**config.mk**
```make
export PLATFORM = sky130hd
export DESIGN_NAME = sync_fifo2
export DESIGN_NICKNAME = d
export VERILOG_FILES = /design/src/rtl/fifo_pkg.sv /design/src/rtl/fifo_mem.sv /design/src/rtl/sync_fifo2.sv
export SDC_FILE = /design/constraint.sdc
export NUM_CORES = 1
export LEC_CHECK = 0
export BUFFER_PORTS_ARGS = -buffer_cell sky130_fd_sc_hd__buf_4
export CORE_ASPECT_RATIO = 0.6
export CORE_MARGIN = 2
export CORE_UTILIZATION = 60
export DETAILED_ROUTE_END_ITERATION = 7
export PLACE_DENSITY_LB_ADDON = 0.12
export SETUP_SLACK_MARGIN = 0.05
export SYNTH_ARGS = -nofsm -noshare
export SYNTH_HDL_FRONTEND = slang
export SYNTH_SLANG_ARGS = --single-unit
```
**constraint.sdc**
```tcl
create_clock -name clk -period 3.3 [get_ports clk]
set_input_delay 0.33 -clock clk [delete_from_list [all_inputs] [get_ports clk]]
set_output_delay 0.33 -clock clk [all_outputs]
set_load 0.05 [all_outputs]
```
**src/rtl/fifo_pkg.sv**
```systemverilog
// Shared definitions for the single-clock FIFO family: output-mode encodings
// and the parameter legality check used at elaboration.
package fifo_pkg;

    localparam int FIFO_STD  = 0;
    localparam int FIFO_FWFT = 1;

    function automatic bit fifo_params_ok(input int asize, input int afull_th,
                                          input int aempty_th, input int fwft);
        int depth;
        if (asize < 1 || asize > 30) return 1'b0;
        depth = 1 << asize;
        if (afull_th < 1 || afull_th > depth) return 1'b0;
        if (aempty_th < 0 || aempty_th > depth - 1) return 1'b0;
        if (fwft != FIFO_STD && fwft != FIFO_FWFT) return 1'b0;
        return 1'b1;
    endfunction

endpackage

```
**src/rtl/fifo_mem.sv**
```systemverilog
// DEPTH x DSIZE register array: synchronous write, asynchronous read.
// Contents are deliberately not reset.
module fifo_mem #(
    parameter int DSIZE = 8,
    parameter int ASIZE = 4
) (
    input  logic             clk,
    input  logic             i_we,
    input  logic [ASIZE-1:0] i_waddr,
    input  logic [DSIZE-1:0] i_wdata,
    input  logic [ASIZE-1:0] i_raddr,
    output logic [DSIZE-1:0] o_rdata
);

    localparam int DEPTH = 1 << ASIZE;

    logic [DSIZE-1:0] r_mem [DEPTH];

    always_ff @(posedge clk) begin
        if (i_we) r_mem[i_waddr] <= i_wdata;
    end

    assign o_rdata = r_mem[i_raddr];

endmodule

```
**src/rtl/sync_fifo2.sv**
```systemverilog
// Single-clock FIFO with registered occupancy count, almost-full/empty
// thresholds, sticky error flags, synchronous flush and selectable FWFT output.
module sync_fifo2
    import fifo_pkg::*;
#(
    parameter int DSIZE     = 8,
    parameter int ASIZE     = 4,
    parameter int AFULL_TH  = 12,
    parameter int AEMPTY_TH = 2,
    parameter int FWFT      = 0
) (
    input  logic             clk,
    input  logic             rst_n,
    input  logic             clr,
    input  logic             winc,
    input  logic [DSIZE-1:0] wdata,
    output logic             wfull,
    output logic             walmost_full,
    input  logic             rinc,
    output logic [DSIZE-1:0] rdata,
    output logic             rempty,
    output logic             ralmost_empty,
    output logic [ASIZE:0]   count,
    output logic             overflow,
    output logic             underflow
);

    if (!fifo_params_ok(ASIZE, AFULL_TH, AEMPTY_TH, FWFT)) begin : g_bad_params
        $error("sync_fifo2: illegal parameter combination");
    end

    localparam logic [ASIZE:0] PTR_ONE  = {{ASIZE{1'b0}}, 1'b1};
    localparam logic [ASIZE:0] DEPTH_C  = {1'b1, {ASIZE{1'b0}}};
    localparam logic [ASIZE:0] AFULL_C  = AFULL_TH[ASIZE:0];
    localparam logic [ASIZE:0] AEMPTY_C = AEMPTY_TH[ASIZE:0];

    logic [ASIZE:0]   r_wptr;
    logic [ASIZE:0]   r_rptr;
    logic [ASIZE:0]   r_count;
    logic             r_overflow;
    logic             r_underflow;
    logic             w_wacc;
    logic             w_racc;
    logic [DSIZE-1:0] w_mem_rdata;

    // Flags decode only the registered count, so no path from winc/rinc.
    assign wfull         = (r_count == DEPTH_C);
    assign rempty        = (r_count == '0);
    assign walmost_full  = (r_count >= AFULL_C);
    assign ralmost_empty = (r_count <= AEMPTY_C);
    assign count         = r_count;
    assign overflow      = r_overflow;
    assign underflow     = r_underflow;

    assign w_wacc = winc && !wfull && !clr;
    assign w_racc = rinc && !rempty && !clr;

    always_ff @(posedge clk or negedge rst_n) begin
        if (!rst_n) begin
            r_wptr      <= '0;
            r_rptr      <= '0;
            r_count     <= '0;
            r_overflow  <= 1'b0;
            r_underflow <= 1'b0;
        end else if (clr) begin
            r_wptr      <= '0;
            r_rptr      <= '0;
            r_count     <= '0;
            r_overflow  <= 1'b0;
            r_underflow <= 1'b0;
        end else begin
            if (w_wacc) r_wptr <= r_wptr + PTR_ONE;
            if (w_racc) r_rptr <= r_rptr + PTR_ONE;
            if (w_wacc && !w_racc) r_count <= r_count + PTR_ONE;
            else if (w_racc && !w_wacc) r_count <= r_count - PTR_ONE;
            if (winc && wfull) r_overflow <= 1'b1;
            if (rinc && rempty) r_underflow <= 1'b1;
        end
    end

    fifo_mem #(
        .DSIZE (DSIZE),
        .ASIZE (ASIZE)
    ) u_mem (
        .clk     (clk),
        .i_we    (w_wacc),
        .i_waddr (r_wptr[ASIZE-1:0]),
        .i_wdata (wdata),
        .i_raddr (r_rptr[ASIZE-1:0]),
        .o_rdata (w_mem_rdata)
    );

    if (FWFT == FIFO_STD) begin : g_std
        logic [DSIZE-1:0] r_rdata;

        always_ff @(posedge clk or negedge rst_n) begin
            if (!rst_n)      r_rdata <= '0;
            else if (clr)    r_rdata <= '0;
            else if (w_racc) r_rdata <= w_mem_rdata;
        end

        assign rdata = r_rdata;
    end else begin : g_fwft
        assign rdata = w_mem_rdata;
    end

endmodule

```
=== Word-level counts from Yosys, hierarchy flattened ===
Memory sizes are Yosys's and may differ from the RTL's.
Cells that the tools add are included.

* Flip-flop bits (word level): 25
* Memory bits (writable): 128
* Logic and storage cells: 48
* Memories: 1

* Add/subtract/negate cells: 4
* $lt $le $gt $ge: 2
* Eq/ne operators: 1
* Muxes and demuxes: 15
* Reduce and logical (&&, ||, !) cells: 19

{| class="wikitable"
|+ Memory list
! name !! depth !! width !! rd ports !! clocked after memory_dff !! write ports !! RTL line !! text
|-
| u_mem.r_mem || 16 || 8 || 1 || 0 || 1 || fifo_mem.sv:17 || <nowiki>logic [DSIZE-1:0] r_mem [DEPTH];</nowiki>
|}

{| class="wikitable"
|+ Operators by type and width
! operator !! number
|-
| $mux W5 || 7
|-
| $mux W8 || 2
|-
| $add A5 B1 Y5 const B || 3
|-
| $logic_and A1 B1 Y1 || 8
|-
| $reduce_bool A2 Y1 || 4
|-
| $mux W1 || 6
|-
| $eq A5 B5 Y1 const B || 1
|-
| $ge A5 B4 Y1 const B || 1
|-
| $le A5 B2 Y1 const B || 1
|-
| $logic_not A1 Y1 || 5
|-
| $logic_not A5 Y1 || 1
|-
| $sub A5 B1 Y5 const B || 1
|-
| $reduce_bool A3 Y1 || 1
|}

=== Depth between registers and ports, before layout ===
Gate-level depths: netlist of the first run.

* Word-level depth: 9
* Depth in mapped cells: 10

=== Modules after synthesis ===
Synthesis of the first run repeated with hierarchy kept, for this count alone.

* Cells, all modules: 361
* Area, all modules: 6313.6 um^2

{| class="wikitable"
|+ By module, submodules not included
! module !! times used !! cells an instance !! area an instance (um^2)
|-
| fifo_mem || 1 || 221 || 4987.3
|-
| sync_fifo2 || 1 || 140 || 1326.3
|}

=== Least setup slack after synthesis of the first run ===
Ideal clock, no wire load.

* Path type: register to output
* From: reg r_count[0], in the netlist count[0]
* To: out ralmost_empty
* Arrival time: 3.200 ns
* Data required time: 2.970 ns
* Slack: -0.230 ns
* Stages on the path, launching flop included: 2
* Buffers on the path: 0
* Cells stage by stage: dfrtp_1 -> a2111oi_0

* Cells in the longest elaborated chain, start to end: 1

{| class="wikitable"
|+ RTL lines
! element !! RTL line !! text
|-
| from (decl) || sync_fifo2.sv:39 || <nowiki>logic [ASIZE:0] r_count;</nowiki>
|-
| from (signal assigned) || sync_fifo2.sv:74 || <nowiki>if (w_wacc && !w_racc) r_count <= r_count + PTR_ONE;</nowiki>
|-
| from (signal assigned) || sync_fifo2.sv:75 || <nowiki>else if (w_racc && !w_wacc) r_count <= r_count - PTR_ONE;</nowiki>
|-
| $le A5 B2 Y1 || sync_fifo2.sv:50 || <nowiki>assign ralmost_empty = (r_count <= AEMPTY_C);</nowiki>
|-
| to (decl) || sync_fifo2.sv:22 || <nowiki>output logic ralmost_empty,</nowiki>
|}

Every way passes these cells.

=== Worst setup path in the final report of the first run ===
* From: reg r_count[0], in the netlist count[0]
* To: reg r_count[4], in the netlist count[4]

* Cells in the longest elaborated chain, start to end: 8
* Elaborated cells between the ends (all ways): 18
* Classes of those cells: 2 x add/sub; 1 x eq/ne; 3 x mux; 12 x reduce/logical

{| class="wikitable"
|+ RTL lines
! element
|-
| parallel branches: the longest is 8 deep, another holds $sub A5 B1 Y5
|}

Parallel ways; which one is timed is not known. The select of a mux whose other input is x is not followed.
A chain may end at the register's enable or synchronous reset.

==> results of run 1 <==
-- where the power goes --
part / leakage, nW / switching, W / internal [W]
combinational: 0.682 / 0.000631 / 0.000360
clock: 0.282 / 0.000735 / 0.00118
sequential: 1.46 / 0.000137 / 0.00216
total: 2.42 / 0.00150 / 0.00371
-- state kept, by name (all words and copies together), names as in the netlist --
register	count
rdata	8
overflow	1
r_rptr	4
u_mem.r_mem	128
underflow	1
count	5
r_wptr	4
-- cells in the mapped netlist (all sizes together) (2+ instances only) --
master  number  share of area, %
ha           9               1.8
o221ai       8               1.1
nor3         3              0.24
nand2       13              0.79
nand4        2              0.20
nand3b      11               1.4
nor2        28               1.7
or3          2              0.20
o31ai        2              0.24
xnor2        4              0.57
clkbuf       4              0.24
a21oi        5              0.41
a21o         4              0.49
xor2         4              0.57
dfrtp       23               9.3
nand3        2              0.16
o21ai        3              0.30
inv          2              0.12
mux4        32                12
edfxtp     128                62
mux2i       17               2.8
buf         13               1.2
-- through the flow --
| stage | utilization (%) | cells | instance area (um^2) |
|---|---|---|---|
| final | 71.9 | 520 | 7150 |
| after global routing | 71.9 | 520 | 7150 |
| after CTS | 71.9 | 520 | 7150 |
| after detailed placement | 65.9 | 488 | 6550 |
| after global placement | 65.9 | 488 | 6550 |
| after floorplan | - | 332 | 6170 |
-- metal layers --
| metal | up-vias | global-route usage [%] | part of all wire [%] |
|---|---|---|---|
| met4 | 0 | 11.1 | 2.0 |
| met3 | 17 | 4.76 | 5.8 |
| met5 | - | 0 | 0 |
| met2 | 115 | 36.6 | 46 |
| li1 | 1405 | - | - |
| met1 | 1624 | 34.6 | 46 |
-- worst max path at each step --
| stage | end | depth (start not counted) | start | slack, ns |
|---|---|---|---|---|
| after floorplan | count[4]$_DFFE_PN0P_ | 10 | count[1]$_DFFE_PN0P_ | 0.23 |
| after global placement | count[4]$_DFFE_PN0P_ | 9 | count[1]$_DFFE_PN0P_ | 0.49 |
| after CTS | count[4]$_DFFE_PN0P_ | 9 | count[1]$_DFFE_PN0P_ | 0.40 |
| after global routing | count[4]$_DFFE_PN0P_ | 9 | count[1]$_DFFE_PN0P_ | 0.22 |
| after detailed placement | count[4]$_DFFE_PN0P_ | 9 | count[1]$_DFFE_PN0P_ | 0.42 |
| final | count[4]$_DFFE_PN0P_ | 9 | count[0]$_DFFE_PN0P_ | 0.37 |
-- worst reg2reg max path, delay by kind of cell, from the launching register on --
kind	cells	cell delay (ns)
flops	1	0.48
compound gates	4	0.66
simple gates	4	1.18
fa+ha+maj	1	0.48
-- area by class of cell --
cell class / count / area, um^2 / share of cell area [%]
clock inverters: 13 / 158 / 2.20
multi-input cells: 162 / 1660 / 23.2
well taps: 135 / 169 / 2.36
inverters: 2 / 7.51 / 0.105
repair buffers: 39 / 308 / 4.30
flip-flops and latches: 151 / 4420 / 61.8
clock buffers: 18 / 429 / 6.00
-- logic make-up after synthesis --
kind of cell / share of synthesized area, %
DFF: 71.6
buffers and inverters: 1.54
adders and majority gates: 2.15
xor gates and xnor gates: 1.14
muxes: 14.4
and+or+nand+nor: 5.84
AOI/OAI and AO/OA: 3.30
==> impl_metrics.ini, run 1 <==
[worst_setup_path]
path_class = flop to flop
required_ns = 3.59
path_common_cell = a21o_1
reg2reg_from = count[0]$_DFFE_PN0P_
worstPathCellList = or4_4 > o21ai_2 > nand3b_1 > fa_1 > a21o_1 > a21o_1 > nor3_1 > o21ai_0 > nor3b_2
ff2ff_setup_slack_ns = 0.37
critPathMaxStageDelay_ns = 0.59
worst_setup_path_end_kind = flop
cp.arrival_ns = 3.22
crit_fanout = 8
critPathTopFamily = simple AND/OR/NAND/NOR gates
cp_slowest_cell = or4_4
start_kind = flop
path_buf_inv = 0
r2r_cells = 9
rr_endpoint = count[4]$_DFFE_PN0P_

[die]
core_mm2 = 0.00995
die_x_um = 135
die_y_um = 82.6
pin_count = 32
dieArea_mm2 = 0.0111
start_util_pct = 62.0
core.rowCount = 28

[placed_design]
gp_congestion = 0.772
dp_hpwl_mm = 7.53
portBuffers = 31
post-place-ws_ns = 0.420

[clocking]
cts_inserted_buffers = 17
root_buffer = clkbuf_16
htreeDepth = 4
clock-sinks = 151
clk_path_buf_depth = 2
cts_tree = built
clock_latency_ns = 0.41
cts.repair.resized = 0
clk_pin_slew_worst_paths_ns = 0.06
holdBufCountCts = 1
post_cts_buffers = 0

[cells_and_area]
syn_to_final_growth_pct = 15.9
num-nets-final = 396
insertedDiodeCount = 0
layout_commonest_cell = edfxtp_1
most-common-layout-cells = 128 x edfxtp_1, 37 x buf_4, 32 x mux4_2
drive_gt1_share_pct = 27.5
fill_cells = 628

[routing]
via_per_inst = 6.08
antenna_left = 0
dr.first_iter.drc_count = 227
num_vias = 3161
wl_mm = 11.8
drcViolationCount = 0
drtPass1Iterations = 5
drt-wirelength-per-cell_um = 22.8

[outcome]
status = complete, no violations

[grt]
grt_max_degree = 32
antenna_found_initial = 0
track_usage_pct = 24.1
grt.overflow.total = 0
grt_pass1_vias = 3212
grt_pass1_wl_mm = 18.4

[timing]
fin_crit_sh_pct = 88.8
skew_ns = 0.00739
rsz0062_at_grt = no
setup-tns-final_ns = 0
setup_viol = 0
hold_ws_ns = 0.204
max-slew-margin-rel_pct = 25.3
worst_slew_pin_slew_ns = 1.12
hold_viol_final = 0
period_needed_ns = 2.93
maxSlewViolCount = 0
worst_slack_ns = 0.369
max_freq_mhz = 341

[worst_hold_path]
hold_start = winc
min_to = overflow$_DFFE_PN0P_
whs_path_depth = 3
hp-class = primary input to flop

[synth]
ys_async_sr_fraction_pct = 15.2
synthCells = 332
synth_seq_area_share_pct = 71.6
ys_warn_count = 0
synth_area_mm2 = 0.00617
ys_seq_elements = 151
synthesis.nets = 355
yosysUniqueCellTypes = 39
avgSynthCellArea_um2 = 18.6
synth_edf_count = 128
synthFlopType = edfxtp_1

[power_and_ir_drop]
p_total_w = 0.00521
ir_drop_mv = 0.515
power.leakage_nw = 2.42
power.density_mw_per_mm2 = 728

[job]
max-cap-violations = 0
(Power assumes the default switching activity.)
==> run 2, diff against run 1 <==
CORE_ASPECT_RATIO = 0.8   (was 0.6)
GPL_TIMING_DRIVEN = 0   (was default)
==> run 2 against run 1 <==
Sequential share of layout area decreased by 1.1 points. Flip-flop and latch count unchanged. Non-clock buffer count increased by 13. Combinational power increased by 6%. Setup slack got worse by 0.16 ns. Sequential power decreased by 2%. Die area decreased by 0.20%. Core utilization increased by 0.13 points. Global-route usage increased by 0.48 points. First-iteration DRC count increased by 41%.
==> impl_metrics.ini, run 2 (synthesized netlist as in run 1, its figures left out) <==
[routing]
wl_mm = 12.4
drtPass1Iterations = 4
drt-wirelength-per-cell_um = 23.1
via_per_inst = 5.97
dr.first_iter.drc_count = 320
antenna_left = 0
num_vias = 3220
drcViolationCount = 0

[cells_and_area]
layout_commonest_cell = edfxtp_1
num-nets-final = 409
drive_gt1_share_pct = 29.3
largest_register = u_mem.r_mem
most-common-layout-cells = 128 x edfxtp_1, 38 x buf_4, 32 x mux4_2
insertedDiodeCount = 0
largest_reg_flops = 128
syn_to_final_growth_pct = 18.0

[placed_design]
portBuffers = 31
post-place-ws_ns = 0.200
gp_congestion = 0.776
dp_hpwl_mm = 8.02

[worst_setup_path]
required_ns = 3.59
worst_setup_path_end_kind = flop
crit_fanout = 10
worstSetupStartpoint = count[1]$_DFFE_PN0P_
rr_endpoint = count[4]$_DFFE_PN0P_
path_class = flop to flop
crit_end = count[4]$_DFFE_PN0P_
cp.arrival_ns = 3.38
r2r_cells = 11
start_kind = flop
ff2ff_setup_slack_ns = 0.21
reg2reg_from = count[1]$_DFFE_PN0P_

[clocking]
root_buffer = clkbuf_16
cts_tree = built
cts_inserted_buffers = 17
clk_path_buf_depth = 2
clk_pin_slew_worst_paths_ns = 0.06
clock_latency_ns = 0.42
clock-sinks = 151
htreeDepth = 4

[outcome]
status = complete, no violations

[power_and_ir_drop]
power.leakage_nw = 2.48
power.density_mw_per_mm2 = 751
ir_drop_mv = 0.749

[timing]
maxSlewViolCount = 0
rsz0062_at_grt = no
worst_slack_ns = 0.211
worst_slew_pin_slew_ns = 0.988
fin_crit_sh_pct = 93.6
setup_viol = 0
max_freq_mhz = 324
skew_ns = 0.00912
setup-tns-final_ns = 0
period_needed_ns = 3.09
max-slew-margin-rel_pct = 33.9
hold_viol_final = 0

[worst_hold_path]
hold_start = winc
hp-class = primary input to flop

[grt]
grt_pass1_vias = 3204
track_usage_pct = 24.5
grt_pass1_wl_mm = 19.1
grt.overflow.total = 0
antenna_found_initial = 0
grt_max_degree = 24

[job]
max-cap-violations = 0

[die]
core.rowCount = 33
start_util_pct = 61.0
die_x_um = 117
die_y_um = 94.7
dieArea_mm2 = 0.0111
pin_count = 32
core_mm2 = 0.0101
[run 2: cell count changes in the layout (fill, tap and decap cells not counted), sizes merged]
| cell | previous run | this run |
|---|---|---|
| bufinv | 3 | 6 |
| clkinvlp | 1 | 6 |
| clkbuf | 18 | 24 |
| buf | 38 | 47 |
| clkinv | 9 | 0 |
[run 2: how the worst min path moves through the flow]
stage / endpoint / slack [ns] / cells after the start
6_report: overflow$_DFFE_PN0P_ / 0.19 / 3
5_1_grt: overflow$_DFFE_PN0P_ / 0.20 / 3
4_1_cts: overflow$_DFFE_PN0P_ / 0.19 / 3
3_5_place_dp: r_wptr[0]$_DFFE_PN0P_ / 0.24 / 1
3_3_place_gp: r_wptr[0]$_DFFE_PN0P_ / 0.24 / 1
2_1_floorplan: count[0]$_DFFE_PN0P_ / 0.03 / 0
[run 2: area by class of cell]
type | count | area, um^2
flip-flops and latches | 151 | 4420
fillers | 617 | 2830
multi-input cells | 162 | 1660
clock buffers | 20 | 437
repair buffers | 35 | 265
clock inverters | 12 | 225
well taps | 140 | 175
plain buffers | 17 | 87.6
inverters | 2 | 7.51
[run 2: timing repair]
item	in CTS	in global routing
endpoints found under the hold margin	23	0
hold buffers	1	0
setup buffers	0	3
gates resized for setup	0	3
endpoints found under the setup margin	0	1
[run 2: critical path, cell delays in order (launching register included)]
cell	delay (ns)
dfrtp_2	0.47
or4_4	0.59
o21ai_2	0.22
buf_4	0.22
nand3b_1	0.18
buf_4	0.19
ha_1	0.30
a21o_1	0.16
a21o_1	0.19
and3_1	0.19
nor3_1	0.18
nor3b_2	0.07
[run 2: metal layers]
metal  wire (um)  GRT usage (%)
met5           0              0
met4         154           7.53
met3         716           6.82
met2        6150           38.9
met1        5410           34.1
[run 2: power by group]
| part | total, W | internal [W] | leakage [nW] | switching (W) |
|---|---|---|---|---|
| Combinational | 0.00105 | 0.000374 | 0.721 | 0.000677 |
| Sequential | 0.00226 | 0.00217 | 1.46 | 0.0000935 |
| Clock | 0.00216 | 0.00142 | 0.299 | 0.000743 |
[run 2: metrics by stage]
stage               area (um^2)  util (%)  power [W]  instances  hold slack [ns]
detailed placement         6580      65.1    0.00333        503            0.244
CTS                        7250      71.7    0.00547        536            0.190
finish                     7280      72.0    0.00547        539            0.193
floorplan                  6170         -    0.00302        332           0.0344
global placement           6580      65.1    0.00332        503            0.243
global route               7280      72.0    0.00565        539            0.204
==> run 3, diff against run 2 <==
CORE_UTILIZATION = 42   (was 60)
==> run 3 against run 2 <==
Flip-flop and latch count is the same. Global-route usage shrank 6.0 points. Critical path type unchanged. Sequential power hardly changed. Hold slack better by 0.0022 ns.
==> impl_metrics.ini, run 3 (synthesized netlist as in run 1, its figures left out) <==
[outcome]
status = complete, no violations

[worst_setup_path]
cp_slowest_cell = or4_4
ff2ff_setup_slack_ns = 0.26
rr_endpoint = count[4]$_DFFE_PN0P_
reg2reg_from = count[1]$_DFFE_PN0P_
worst_setup_path_end_kind = flop
cp.arrival_ns = 3.32
crit_end = count[4]$_DFFE_PN0P_
worstPathCellList = or4_4 > o21ai_2 > buf_4 > nand3b_1 > buf_4 > ha_1 > a21o_1 > a21o_1 > nor3_1 > o21ai_0 > nor3b_2
r2r_cells = 11
crit_fanout = 10
required_ns = 3.58
critPathMaxStageDelay_ns = 0.59
worstSetupStartpoint = count[1]$_DFFE_PN0P_
path_class = flop to flop
start_kind = flop

[placed_design]
portBuffers = 31
dp_hpwl_mm = 8.47
gp_congestion = 0.766
dpl_cell_area_mm2 = 0.00664
post-place-ws_ns = 0.115

[power_and_ir_drop]
pwr-share-comb_pct = 20.3
power.leakage_nw = 2.44
switching_power_w = 0.00155
switching_share_pct = 29.8
pwr-share-clk_pct = 36.2
ir_drop_mv = 0.375
p_int_w = 0.00365
seq_power_share_pct = 43.5
power.density_mw_per_mm2 = 719

[die]
die_y_um = 112
core_mm2 = 0.0143
core.rowCount = 39
dieArea_mm2 = 0.0157
die_x_um = 140
start_util_pct = 43.2
pin_count = 32

[grt]
grt.overflow.total = 0
grt_pass1_vias = 3296
track_usage_pct = 18.6
grt_pass1_wl_mm = 20.8
antenna_found_initial = 0
grt_max_degree = 24

[cells_and_area]
layout_commonest_cell = edfxtp_1
drive_gt1_share_pct = 28.9
final_area_mm2 = 0.00723
num-nets-final = 408
syn_to_final_growth_pct = 17.2
largest_reg_flops = 128
largest_register = u_mem.r_mem
most-common-layout-cells = 128 x edfxtp_1, 37 x buf_4, 32 x mux4_2
fill_cells = 1171
insertedDiodeCount = 0

[timing]
rsz0062_at_grt = no
setup-tns-final_ns = 0
setup_viol = 0
max-slew-margin-rel_pct = 26.0
maxSlewViolCount = 0
max_freq_mhz = 329
period_needed_ns = 3.04
worst_slew_pin_slew_ns = 1.11
worst_slack_ns = 0.261
skew_ns = 0.00830
fin_crit_sh_pct = 92.1
hold_viol_final = 0

[routing]
drtPass1Iterations = 5
via_per_inst = 5.54
antenna_left = 0
num_vias = 3223
wl_mm = 13.7
dr.first_iter.drc_count = 378
drcViolationCount = 0
drt-wirelength-per-cell_um = 23.6

[worst_hold_path]
hp-class = primary input to flop
whs_path_depth = 3

[clocking]
root_buffer = clkbuf_16
clk_pin_slew_worst_paths_ns = 0.06
clock_latency_ns = 0.42
cts_inserted_buffers = 17
cts_tree = built
clock-sinks = 151
clk_path_buf_depth = 2
htreeDepth = 4

[job]
max-cap-violations = 0
run 3: cell count changes in the layout (fill, tap and decap cells not counted):
cell        before  now
buf_4           38   37
bufinv_16        6    2
clkinv_2         0    3
clkinv_4         0    4
clkinvlp_4       6    3
nor3_1           2    3
nor3_2           1    0
run 3: worst min path at each step:
stage                      from                     to  slack (ns)
after floorplan           rst_n   count[0]$_DFFE_PN0P_        0.03
after global placement    rst_n  r_wptr[0]$_DFFE_PN0P_        0.26
after detailed placement  rst_n  r_wptr[0]$_DFFE_PN0P_        0.26
after CTS                  winc   overflow$_DFFE_PN0P_        0.19
after global routing       winc   overflow$_DFFE_PN0P_        0.23
final                      winc   overflow$_DFFE_PN0P_        0.20
run 3: repair_timing:
| item | in CTS | in global routing |
|---|---|---|
| setup buffers | 0 | 2 |
| hold endpoints to repair | 23 | 0 |
| endpoints found under the setup margin | 0 | 1 |
| hold buffers | 1 | 0 |
| resized for setup | 0 | 2 |
run 3: worst max-delay path, delay by kind of cell (launching register included):
kind                       cells  cell delay, ns
AOI/OAI and AO/OA              4            0.67
adders and majority gates      1            0.30
buffers and inverters          2            0.41
DFF                            1            0.47
and+or+nand+nor                4            1.07
run 3: area by class of cell:
| type | instances | area, um^2 | share of cell area, % |
|---|---|---|---|
| flip-flops and latches | 151 | 4420 | 61.1 |
| multi-input cells | 162 | 1660 | 22.9 |
| clock buffers | 20 | 437 | 6.04 |
| repair buffers | 34 | 258 | 3.56 |
| well taps | 184 | 230 | 3.18 |
| clock inverters | 12 | 133 | 1.83 |
| plain buffers | 17 | 87.6 | 1.21 |
| inverters | 2 | 7.51 | 0.104 |
run 3: metal layers:
| metal | wire (um) | part of all wire, % | global-route usage [%] |
|---|---|---|---|
| met1 | 6890 | 50 | 28.5 |
| met2 | 6080 | 44 | 26.9 |
| met3 | 583 | 4.2 | 3.80 |
| met4 | 189 | 1.4 | 6.00 |
| met5 | 0 | 0 | 0 |
run 3: power groups by stage:
stage / Clock [W] / Combinational, W / Sequential (W)
final: 0.00188 / 0.00106 / 0.00226
after global routing: 0.00200 / 0.00114 / 0.00228
after CTS: 0.00191 / 0.00106 / 0.00226
after detailed placement: 0 / 0.00106 / 0.00230
after global placement: 0 / 0.00104 / 0.00229
after floorplan: 0 / 0.000540 / 0.00248
run 3: through the flow:
stage               std cells  power (W)  util [%]  hold slack, ns
floorplan                 332    0.00302         -          0.0344
global placement          547    0.00334      46.4           0.259
detailed placement        547    0.00335      46.4           0.263
CTS                       580    0.00523      50.5           0.190
global route              582    0.00541      50.6           0.228
finish                    582    0.00520      50.6           0.195
